### config.mk
export PLATFORM = sky130hd
export DESIGN_NAME = det_event_logger
export DESIGN_NICKNAME = d
export VERILOG_FILES = /design/src/rtl/det_event_logger.sv
export SDC_FILE = /design/constraint.sdc
export NUM_CORES = 1
export LEC_CHECK = 0
export CAP_MARGIN = 15
export CORE_ASPECT_RATIO = 1.5
export CORE_MARGIN = 4
export CORE_UTILIZATION = 64
export DETAILED_ROUTE_END_ITERATION = 6
export DONT_BUFFER_PORTS = 1
export GPL_ROUTABILITY_DRIVEN = 0
export PLACE_DENSITY = 0.79
export SYNTH_ARGS = -nofsm -noshare
export SYNTH_HDL_FRONTEND = slang
export SYNTH_SLANG_ARGS = --single-unit
### constraint.sdc
create_clock -name clk -period 10.7 [get_ports clk]
set_clock_uncertainty 0.1 [all_clocks]
set_input_delay 2.675 -clock clk [delete_from_list [all_inputs] [get_ports clk]]
set_output_delay 2.675 -clock clk [all_outputs]
set_load 0.03 [all_outputs]
### src/rtl/det_event_logger.sv
// Timestamped event logger for the serial pattern detector's match pulse.
// Stamps each match with a free-running counter, queues stamps in a FIFO, drained via valid/ready.
module det_event_logger #(
   parameter int unsigned TS_W  = 16,
   parameter int unsigned DEPTH = 4,
   parameter int unsigned CNT_W = 8
) (
   input  logic                   clk,
   input  logic                   reset,
   input  logic                   det_in,
   input  logic                   clr,
   output logic                   ev_valid,
   input  logic                   ev_ready,
   output logic [TS_W-1:0]        ev_ts,
   output logic [$clog2(DEPTH):0] level,
   output logic [CNT_W-1:0]       total_cnt,
   output logic                   overflow
);
   localparam int unsigned PTR_W = $clog2(DEPTH);
   localparam int unsigned LVL_W = PTR_W + 1;
   localparam logic [LVL_W-1:0] LVL_FULL = LVL_W'(DEPTH);
   localparam logic [CNT_W-1:0] CNT_MAX  = '1;

   logic [TS_W-1:0]  ts_q, ts_d;
   logic [TS_W-1:0]  mem_q [DEPTH];
   logic [TS_W-1:0]  mem_d [DEPTH];
   logic [PTR_W-1:0] wr_ptr_q, wr_ptr_d;
   logic [PTR_W-1:0] rd_ptr_q, rd_ptr_d;
   logic [LVL_W-1:0] level_q, level_d;
   logic [CNT_W-1:0] cnt_q, cnt_d;
   logic             ovf_q, ovf_d;

   logic pop, full, push;

   // A full FIFO still accepts a push when the head leaves on the same edge.
   assign pop  = (level_q != '0) && ev_ready;
   assign full = (level_q == LVL_FULL);
   assign push = det_in && (!full || pop);

   always_comb begin
      ts_d     = ts_q + TS_W'(1);
      mem_d    = mem_q;
      wr_ptr_d = wr_ptr_q;
      rd_ptr_d = rd_ptr_q;
      level_d  = level_q;
      cnt_d    = cnt_q;
      ovf_d    = ovf_q;
      if (clr) begin
         ts_d     = '0;
         wr_ptr_d = '0;
         rd_ptr_d = '0;
         level_d  = '0;
         cnt_d    = '0;
         ovf_d    = 1'b0;
      end else begin
         if (push) begin
            mem_d[wr_ptr_q] = ts_q;
            wr_ptr_d        = wr_ptr_q + PTR_W'(1);
         end
         if (pop) begin
            rd_ptr_d = rd_ptr_q + PTR_W'(1);
         end
         if (push && !pop) begin
            level_d = level_q + LVL_W'(1);
         end else if (pop && !push) begin
            level_d = level_q - LVL_W'(1);
         end
         if (det_in && full && !pop) begin
            ovf_d = 1'b1;
         end
         if (det_in && (cnt_q != CNT_MAX)) begin
            cnt_d = cnt_q + CNT_W'(1);
         end
      end
   end

   always_ff @(posedge clk or posedge reset) begin
      if (reset) begin
         ts_q     <= '0;
         mem_q    <= '{default: '0};
         wr_ptr_q <= '0;
         rd_ptr_q <= '0;
         level_q  <= '0;
         cnt_q    <= '0;
         ovf_q    <= 1'b0;
      end else begin
         ts_q     <= ts_d;
         mem_q    <= mem_d;
         wr_ptr_q <= wr_ptr_d;
         rd_ptr_q <= rd_ptr_d;
         level_q  <= level_d;
         cnt_q    <= cnt_d;
         ovf_q    <= ovf_d;
      end
   end

   // Outputs decode straight from registers; the head reads as zero when empty.
   assign ev_valid  = (level_q != '0);
   assign ev_ts     = ev_valid ? mem_q[rd_ptr_q] : '0;
   assign level     = level_q;
   assign total_cnt = cnt_q;
   assign overflow  = ovf_q;

endmodule
==> results by stage, run 1 <==
Power:
- The leakage power of the design is 2.363 nW.
- IR analysis of the VDD net gives a maximum drop of between 0.0001 and 0.00015 V.
- Power spread over the standard cell area amounts to roughly 180 nW/um^2.
- The overall power is roughly 0.00098 W.

Clocking:
- The TritonCTS clock tree is built.
- The clock passes through at most 2 buffers.
- After clock tree synthesis, the setup repair step added 0 buffers.
- In this run the clock root is driven by a clkbuf_16.
- Clock tree synthesis found a total of 96 sinks.
- The number of gates resized after CTS is 0.
- After clock tree synthesis, the clock-pin slew on the worst setup and hold paths is 70 ps.
- The hold buffer count at cts is 0.
- The later pin in the worst-skew pair is clocked with a latency of around 340 ps.
- The level count of the clock H-tree is 3.
- The number of buffers created by CTS is 9.

Place:
- Buffers placed on the I/O ports in this run total 0.
- Prior to clock tree synthesis, the placed netlist has a worst setup slack of 5866 ps.
- Once detailed placement completed, the half-perimeter wirelength came to 6086 um.
- The post-place instance area is roughly 5000 um^2.

Die:
- In this run the core area contains 39 standard-cell rows.
- In this run the horizontal extent of the chip is around 80 um.
- In this run the vertical extent of the chip is ~120 um.
- The floorplan step defined a die boundary enclosing between 9000 and 10000 um^2.
- For this configuration, the core starts out at a cell density of between 60% and 70%.
- The total core area is 7564 um^2.
- The top-level port count is 34.

Global routing:
- The number of antenna violations at the first check in global routing was 0.
- The first-pass GRT wire length is approximately 16000 um.
- The maximum number of pins on one net before global-route repair is 80.
- The number of global-route vias before repair is 3041.
- The total global routing track utilization is between 20% and 30%.
- Summed over all layers, the global routing overflow is 0.

Worst setup path:
- The worst setup path is of the flip-flop to output pin kind.
- The critical path required time is ~7900 ps.
- The worst setup path is launched from a flip-flop.
- The endpoint type of the worst setup path is an output pin.
- Along the worst path, the maximum fanout reaches 18.
- The critical path arrival is approximately 2300 ps.

STA:
- For the finished layout, the period the worst path requires is between 5000 and 6000 ps.
- The worst hold slack is around 410 ps.
- The final max-slew violation count is 0.
- At the pin with the least slew margin, the transition time is about 1100 ps.
- Based on the critical path, the design can be clocked at up to 0.1980 GHz.
- The final count of hold timing violations came to 0.
- In the final timing run, aggregate negative setup slack is 0 ps.
- Setup violations remaining at the end of the flow were counted as 0.
- In the finished design, the share of the clock period the worst path needs comes to between 40% and 50%.
- Setup repair after global routing left no endpoint under its margin.
- Measured against its own limit, the worst slew margin works out to between 20 and 30%.
- In the post-route analysis, the smallest setup slack over all paths is 5650 ps.

Yosys:
- The compound-cell area share of the yosys netlist is 4.284%.
- The post-synthesis cell type count is between 40 and 50.
- The multiplexer share of the synthesized area is between 20% and 30%.
- The average footprint of a synthesized cell is 13.06 um^2.
- The fraction of the mapped netlist area in simple logic gates is about an eighth.
- Counting flops and latches in the post-synthesis netlist gives 96.
- The async set-or-reset flop fraction in the synthesized netlist is 100.0%.
- In this run the cell area of the synthesized design comes to approximately 4900 um^2.
- The adder-cell share of the synthesized area is under 10%.
- Yosys printed 0 warnings.
- For this run, the register share of the synthesized area comes to about half.
- Counting every net in the synthesized netlist gives 390.
- The main combinational cell family by area after synthesis is multiplexers.
- The synthesized instance count is 378.
- For this run, the leading register cell type out of synthesis is dfrtp_1.
- In this run, synthesis inferred 0 flip-flops with an integrated enable.
- The share of the synthesized netlist area taken by xor and xnor gates is under 10%.

Final layout:
- 0 antenna diodes ended up in the layout.
- Cells with a size suffix above 1 make up between 30% and 40% of the layout.
- The final layout contains 375 nets.
- The relative area change from synthesis to final layout is 8.340%.
- After routing the design area is 5348 um^2.

Drt:
- The number of vias per cell after detailed routing is 6.117.
- The final layout contains routed wiring with a total length of 9238 um.
- The detail route stage leaves a number of antenna-violating nets equal to 0.
- For this block, the initial DRC count from the detailed router was about 190.
- After detailed routing, the average wire length per cell comes to 19.66 um.
- The total number of vias is 2875.
- The first detailed-routing pass took 4 iterations.
- For this run, design rule violations remaining after detail routing come to 0.

Hold path:
- The class of the tightest hold or removal check is flip-flop to flip-flop.

Run status:
- The run finished with clean final reports.

Job:
- The reported max-cap violation count is 0.
-- area by class of cell --
class                      count  area (um^2)
sequential                    96         2402
inverter                      10        38.79
multi-input combinational    240         2394
clock buffer                  11        232.7
clock inverter                 5        103.9
timing repair buffer           6        48.80
tap                          102        127.6
fill                         500         2216
-- per-layer routing --
| metal | global-route usage, % | vias up | routed length, um |
|---|---|---|---|
| met5 | 0 | - | 0 |
| met2 | 38.04 | 32 | 4968 |
| met1 | 27.58 | 1503 | 3833 |
| met3 | 5.754 | 11 | 268 |
| li1 | - | 1329 | - |
| met4 | 8.716 | 0 | 167 |
-- synthesized netlist by cell type (9+ instances only) --
cell	instances	share of area (%)
nand3_1	9	0.91
mux2_4	40	12
buf_2	11	1.1
mux2_2	32	7.3
inv_1	10	0.76
mux4_2	16	7.3
nor2b_1	26	3.3
clkbuf_1	13	0.99
nor2_1	18	1.4
a21oi_1	15	1.5
dfrtp_1	96	49
-- power by group --
group	internal, W	leakage (nW)	switching [W]
Combinational	0.0000826	0.872	0.0000840
Sequential	0.000385	1.33	0.0000597
Clock	0.000229	0.164	0.000136
Total	0.000697	2.36	0.000280
-- logic make-up after synthesis --
logic type                 count (synthesis)
muxes                                     90
and+or+nand+nor                          102
buffers and inverters                     42
AOI/OAI and AO/OA                         34
adders and majority gates                  7
DFF                                       96
xor gates and xnor gates                   7
-- state kept, by name, indices dropped and copies added, names as in the netlist --
name	count
mem_q	64
ts_q	16
total_cnt	8
level	3
rd_ptr_q	2
wr_ptr_q	2
overflow	1
-- worst max-delay path: stages, from the launching register on --
cell and delay (ps):
dfrtp_1 1050, mux4_2 380, nor2b_1 510
-- cells in the final DEF, fill, tap and decap left out, types with 6 or more instances in the layout --
cell type  count
nor2b_1       26
nand3_1        9
mux2_4        40
dfrtp_1       96
nand2_1        6
clkbuf_16      9
mux4_2        16
mux2_2        32
ha_1           6
a21oi_1       15
inv_1          9
nor2_1        18
-- worst paths after layout --
check	start	end	slack, ps	cells after the start
worst min-delay path	mem_q[63]$_DFFE_PP0P_	mem_q[63]$_DFFE_PP0P_	410	1
max in group asynchronous	reset	mem_q[42]$_DFFE_PP0P_	7210	2
worst max-delay path	rd_ptr_q[0]$_DFFE_PP0P_	ev_ts[6]	5650	2
worst max register to register	level[1]$_DFFE_PP0P_	mem_q[51]$_DFFE_PP0P_	8080	4
worst min register to register	mem_q[63]$_DFFE_PP0P_	mem_q[63]$_DFFE_PP0P_	410	1
min in group asynchronous	reset	level[1]$_DFFE_PP0P_	2050	1
-- stage by stage --
step,std cells,utilization (%)
detailed placement,453,66.10
global route,470,70.70
global placement,453,66.10
finish,470,70.70
CTS,469,70.55
floorplan,378,-
(Power assumes the default switching activity.)
==> run 2, diff against run 1 <==
- CORE_UTILIZATION: 64 -> 57
- PLACE_DENSITY: 0.79 -> 0.74
- clock period: 10.7 -> 4.3 ns (I/O delays scaled with it)
==> results by stage, run 2 (same netlist as run 1, synthesis figures left out) <==
Run status:
- The run finished with clean final reports.

Power:
- The combinational power share is 18.9% (+1.8 points).
- The relative contribution of sequential cells to total power is 45.8% (+0.2 points).
- The net switching power is 0.0006836 W (+140%).
- The part of the total power dissipated in the clock network is 35.2% (-2.2 points).
- The internal power summed over all cells came to 0.001650 W (+140%).
- The leakage power of the design is 2.356 nW (-0.26%).
- The highest ir drop seen on vdd came to 0.0002587 V (+120%).
- The power density over cell area is 437.3 nW/um^2 (+140%).
- The switching part of the total came to 29.29% (+0.65 points).
- The overall power came to 0.002334 W (+140%).

STA:
- The final max-slew violation count is 0 (unchanged).
- The final count of negative-setup-slack endpoints is 0 (unchanged).
- After layout, the worst path uses 75.80% of the clock period.
- The setup slack of the critical path after layout was 1041 ps (-4610 ps).
- The maximum achievable frequency is ~0.31 GHz.
- The slew of the pin with the lowest slew margin is 833.6 ps (-233.5 ps).
- The routed design could run at a clock period as short as 3259 ps.
- Setup repair after global routing left no endpoint under its margin.
- The worst slew margin relative to its limit is 44.43% (+16 points).
- The final count of hold timing violations came to 0 (unchanged).
- The setup total negative slack came to 0 ps (unchanged).

Hold path:
- The worst hold path begins at mem_q[28]$_DFFE_PP0P_.
- The path class of the tightest hold or removal check is flip-flop to flip-flop.

Clocking:
- The clock transition at the registers of the reported paths is 60 ps (about the same).
- The TritonCTS clock tree is built.
- The clock insertion delay at the later pin of the skew report is 340 ps (about the same).
- The number of gates resized after CTS is 0 (unchanged).
- The number of buffers created by CTS is 9 (unchanged).
- The number of sinks on the clock net was 96 (unchanged).
- The post-CTS setup buffer count is 0 (unchanged).
- The number of buffers on the longest clock path was 2 (unchanged).
- The level count of the clock H-tree is 3 (unchanged).
- The clock root buffer is clkbuf_16.
- The hold buffer count at cts was 0 (unchanged).

Global routing:
- The number of global-route vias before repair is 2964 (-2.5%).
- The aggregate global routing overflow is 0 (unchanged).
- The global routing stage identified its most utilized layer as met2.
- The total global routing track utilization is 18.68% (-3.8 points).
- The number of antenna violations at the first check in global routing came to 0 (unchanged).
- The maximum number of pins on one net before global-route repair was 48 (-40%).
- The met3 track utilization from global routing is 4.668% (-1.1 points).
- The first-pass GRT wire length is 15150 um (-3.4%).
- The fraction of met1 tracks used by global routing is 22.80% (-4.8 points).
- The met2 capacity usage during global routing is 33.17% (-4.9 points).

Worst setup path:
- The critical path required time is 3120 ps (-4810 ps).
- In this run the critical register-to-register path is launched from level[0]$_DFFE_PP0P_.
- The category of the critical setup timing path is flip-flop to output pin.
- The critical-path maximum fanout is 17 (-1).
- The endpoint type of the worst setup path is an output pin.
- The critical path arrival came to 2080 ps (-190 ps).
- The worst setup path startpoint is rd_ptr_q[1]$_DFFE_PP0P_.
- The launching element type of the critical path is a flip-flop.

Drt:
- The post-route DRC violation count is 0 (unchanged).
- The remaining number of nets flagged by the antenna check after routing came to 0 (unchanged).
- The detailed router's first-iteration violation count is 174 (-7.4%).
- The total iterations of the first detailed-routing run was 4 (unchanged).
- The mean routed wirelength per cell is 18.71 um (-4.8%).
- The number of vias per cell after detailed routing came to 6.071 (-0.75%).
- The final wirelength was 8924 um (-3.4%).
- The total number of vias was 2896 (+0.73%).

Die:
- The total die area is 10240 um^2 (+11%).
- The number of placement rows was 41 (+5.1%).
- The initial core utilization was 58.67% (-6.6 points).
- The height of the chip is 122.0 um (+5.5%).
- The top-level port count is 34 (unchanged).
- The total core area came to 8413 um^2 (+11%).
- The chip width is 83.98 um (+5.4%).

Final layout:
- The largest register by flop count is mem_q.
- The leading cell type in the layout, fill and taps excluded is dfrtp_1.
- Leaving out fill and tap cells, the most frequent cells in the layout are dfrtp_1 (96), mux2_4 (40), mux2_2 (32), nor2b_1 (26), nor2_1 (18).
- The fill cell instance count of the final layout is 653 (+31%).
- The flip-flop count of the largest register, all copies and words added is 64 (unchanged).
- The number of antenna repair diodes is 0 (unchanged).
- The net count of the finished layout was 377 (+0.53%).
- The share of cells above drive strength 1 is 32.97% (+0.64 points).
- The area of the multi-input gates was 2394 um^2 (unchanged).
- The sequential cell area in the final layout is 2402 um^2 (unchanged).
- From synthesis to final layout, the design area changed by 8.112%.

Place:
- The HPWL after detailed placement is 5969 um (-1.9%).
- The number of port buffers is 0 (unchanged).
- The post-placement worst setup slack is 1389 ps (-4477 ps).

Job:
- The reported max-cap violation count is 0 (unchanged).
-- run 2: final timing paths --
path                                          to  slack (ps)  depth (start not counted)
max reg2reg                 level[2]$_DFFE_PP0P_        1690                          7
min                        mem_q[28]$_DFFE_PP0P_         410                          1
min reg2reg                mem_q[28]$_DFFE_PP0P_         410                          1
min in group asynchronous   level[1]$_DFFE_PP0P_         620                          1
max                                    ev_ts[13]        1040                          2
max in group asynchronous  mem_q[54]$_DFFE_PP0P_        2590                          2
-- run 2: final cells by class --
type,count,share of cell area (%)
Multi-Input combinational cell,240,44.85
Sequential cell,96,45.02
Inverter,10,0.7268
Timing Repair Buffer,8,1.125
Clock inverter,4,0.9613
Clock buffer,12,4.807
Tap cell,107,2.509
-- run 2: power groups by stage --
| stage | Combinational (W) | Sequential, W | Clock (W) |
|---|---|---|---|
| floorplan | 0.000418 | 0.00103 | 0 |
| global placement | 0.000438 | 0.00108 | 0 |
| detailed placement | 0.000454 | 0.00109 | 0 |
| CTS | 0.000456 | 0.00107 | 0.000834 |
| global route | 0.000495 | 0.00108 | 0.000878 |
| finish | 0.000442 | 0.00107 | 0.000822 |
-- run 2: through the flow --
step | hold WS [ps] | std cells | instance area, um^2 | utilization [%]
after floorplan | 375.1 | 378 | 4936 | -
after global placement | 386.6 | 461 | 5029 | 59.77
after detailed placement | 391.3 | 461 | 5029 | 59.77
after CTS | 408.2 | 477 | 5336 | 63.43
after global routing | 422.5 | 477 | 5336 | 63.43
final | 406.0 | 477 | 5336 | 63.43
-- run 2: critical path, cell delays in order, from the launching register on --
cell     delay, ps
dfrtp_1        880
mux4_2         350
nor2b_1        500
-- run 2: layer usage --
layer,wire [um],part of all wire (%)
met5,0,0
met4,56,0.63
met3,272,3.0
met2,4740,53
met1,3854,43
==> run 3, diff against run 2 <==
- clock period: 4.3 -> 2.8 ns (I/O delays scaled with it)
==> results by stage, run 3 (same netlist as run 1, synthesis figures left out) <==
Run status:
- The run finished with clean final reports.

Clocking:
- The number of buffers on the longest clock path is 2 (unchanged).
- The clock insertion delay at the later pin of the skew report is 340 ps (about the same).
- The level count of the clock H-tree is 3 (unchanged).
- The clock root buffer is clkbuf_16.
- The post-CTS setup buffer count is 0 (unchanged).
- The number of gates resized after CTS is 0 (unchanged).
- The clock transition at the registers of the reported paths is 70 ps (about the same).
- The number of buffers created by CTS is 9 (unchanged).
- TritonCTS built the clock tree.
- The number of sinks on the clock net was 96 (unchanged).
- The hold buffer count at cts was 0 (unchanged).

Drt:
- The post-route DRC violation count came to 0 (unchanged).
- The number of vias per cell after detailed routing is 5.900 (-2.8%).
- The total iterations of the first detailed-routing run was 4 (unchanged).
- The detailed router's first-iteration violation count is 163 (-6.3%).
- The final wirelength is 8954 um (+0.34%).
- The total number of vias is 2950 (+1.9%).
- The remaining number of nets flagged by the antenna check after routing is 0 (unchanged).
- The mean routed wirelength per cell is 17.91 um (-4.3%).

Hold path:
- The class of the tightest hold or removal check is input port to async pin.

STA:
- The slew of the pin with the lowest slew margin came to 696.6 ps (-137.0 ps).
- The worst hold slack was 154.3 ps (-251.6 ps).
- The setup slack of the critical path after layout was 184.0 ps (-856.6 ps).
- The final max-slew violation count came to 0 (unchanged).
- The worst slew margin relative to its limit is 53.36% (+8.9 points).
- The setup total negative slack came to 0 ps (unchanged).
- The post-layout minimum cycle time is 2616 ps.
- The ratio of final minimum period to clock period is between 90% and 100%.
- The final count of negative-setup-slack endpoints is 0 (unchanged).
- Setup repair after global routing left no endpoint under its margin.
- Timing would allow up to 0.3823 GHz.
- The final count of hold timing violations is 0 (unchanged).

Global routing:
- The aggregate global routing overflow is 0 (unchanged).
- The number of global-route vias before repair is 3059 (+3.2%).
- The total global routing track utilization is 19.02% (+0.34 points).
- The maximum number of pins on one net before global-route repair is 48 (unchanged).
- The number of antenna violations at the first check in global routing came to 0 (unchanged).
- The first-pass GRT wire length came to 15280 um (+0.91%).

Die:
- The total core area is 8413 um^2 (unchanged).
- The total die area is 10240 um^2 (unchanged).
- The top-level port count came to 34 (unchanged).
- The initial core utilization is 58.67% (unchanged).
- The number of placement rows is 41 (unchanged).
- The chip width was 83.98 um (unchanged).
- The height of the chip came to 122.0 um (unchanged).

Worst setup path:
- The critical-path maximum fanout is 7 (-10).
- The critical path arrival is 1820 ps (-260 ps).
- STA classifies the critical path endpoint as an output pin.
- The critical path required time is 2000 ps (-1120 ps).
- The setup path with the least slack is of type flip-flop to output pin.
- The launching element type of the critical path is a flip-flop.

Job:
- The reported max-cap violation count is 0 (unchanged).

Place:
- The post-placement worst setup slack is 300.8 ps (-1088 ps).
- The number of port buffers is 0 (unchanged).
- The HPWL after detailed placement is 6139 um (+2.8%).

Power:
- The power density over cell area came to 673.0 nW/um^2 (+54%).
- The leakage power of the design came to 2.491 nW (+5.7%).
- The highest ir drop seen on vdd is 0.0004323 V (+67%).

Final layout:
- Counting flops per register, the top entry is mem_q.
- The share of the core filled with cells in the final layout is 65.96% (+2.5 points).
- The share of cells above drive strength 1 came to 36.90% (+3.9 points).
- The number of antenna repair diodes was 0 (unchanged).
- The library cells used most frequently in the layout, excluding fill and tap cells, are dfrtp_1 (96), mux2_4 (40), mux2_2 (32), buf_4 (30), nor2b_1 (26).
- The flip-flop count of the largest register, all copies and words added was 64 (unchanged).
- The leading cell type in the layout, fill and taps excluded is dfrtp_1.
- The net count of the finished layout is 400 (+6.1%).
- The relative area change from synthesis to final layout is 12.42%.
- The fill cell instance count of the final layout is 617 (-5.5%).
[run 3: cell types whose count changed in the layout (fill, tap and decap cells not counted)]
cell,before,now
buf_12,0,1
clkinvlp_4,1,2
inv_6,1,0
buf_4,8,30
clkinv_2,2,0
bufinv_16,1,2
clkinv_4,0,1
[run 3: metal layers]
| layer | wire (um) | track usage, % | part of all wire [%] | up-vias |
|---|---|---|---|---|
| li1 | - | - | - | 1375 |
| met5 | 0 | 0 | 0 | - |
| met4 | 263 | 9.054 | 2.9 | 0 |
| met2 | 4669 | 31.97 | 52 | 57 |
| met1 | 3672 | 23.31 | 41 | 1496 |
| met3 | 349 | 4.263 | 3.9 | 22 |
[run 3: final cells by class]
cell class / instances / area, um^2 / area share, %
Clock buffer: 12 / 256.5 / 4.622
Clock inverter: 4 / 76.32 / 1.375
Inverter: 10 / 41.29 / 0.7441
Multi-Input combinational cell: 240 / 2394 / 43.13
Sequential cell: 96 / 2402 / 43.29
Tap cell: 107 / 133.9 / 2.413
Timing Repair Buffer: 31 / 245.2 / 4.419
[run 3: worst max-delay path, cell delays in order, from the launching register on]
cell,delay (ps)
dfrtp_1,570
mux4_2,590
nor2b_1,150
buf_4,170
[run 3: where the power goes]
group          internal, W  switching (W)  total [W]
Combinational     0.000370       0.000458   0.000828
Clock             0.000833       0.000503    0.00134
Sequential         0.00148      0.0000941    0.00157
Total              0.00268        0.00105    0.00373
[run 3: final timing paths]
check                                        start                    end  slack (ps)  cells after the start
setup / recovery           rd_ptr_q[1]$_DFFE_PP0P_              ev_ts[14]         180                      3
hold / removal                               reset     ts_q[10]$_DFF_PP0_         150                      1
setup reg to reg              level[0]$_DFFE_PP0P_   level[2]$_DFFE_PP0P_         450                      6
hold reg to reg              mem_q[14]$_DFFE_PP0P_  mem_q[14]$_DFFE_PP0P_         400                      1
max in group asynchronous                    reset   level[1]$_DFFE_PP0P_        1850                      2
min in group clk                               clr     ts_q[10]$_DFF_PP0_         320                      1
[run 3: metrics by stage]
step / total power [W] / cell area [um^2] / cells
detailed placement: 0.002442 / 5216 / 484
finish: 0.003734 / 5549 / 500
floorplan: 0.002225 / 4940 / 378
global placement: 0.002421 / 5216 / 484
global route: 0.003912 / 5549 / 500
CTS: 0.003781 / 5549 / 500
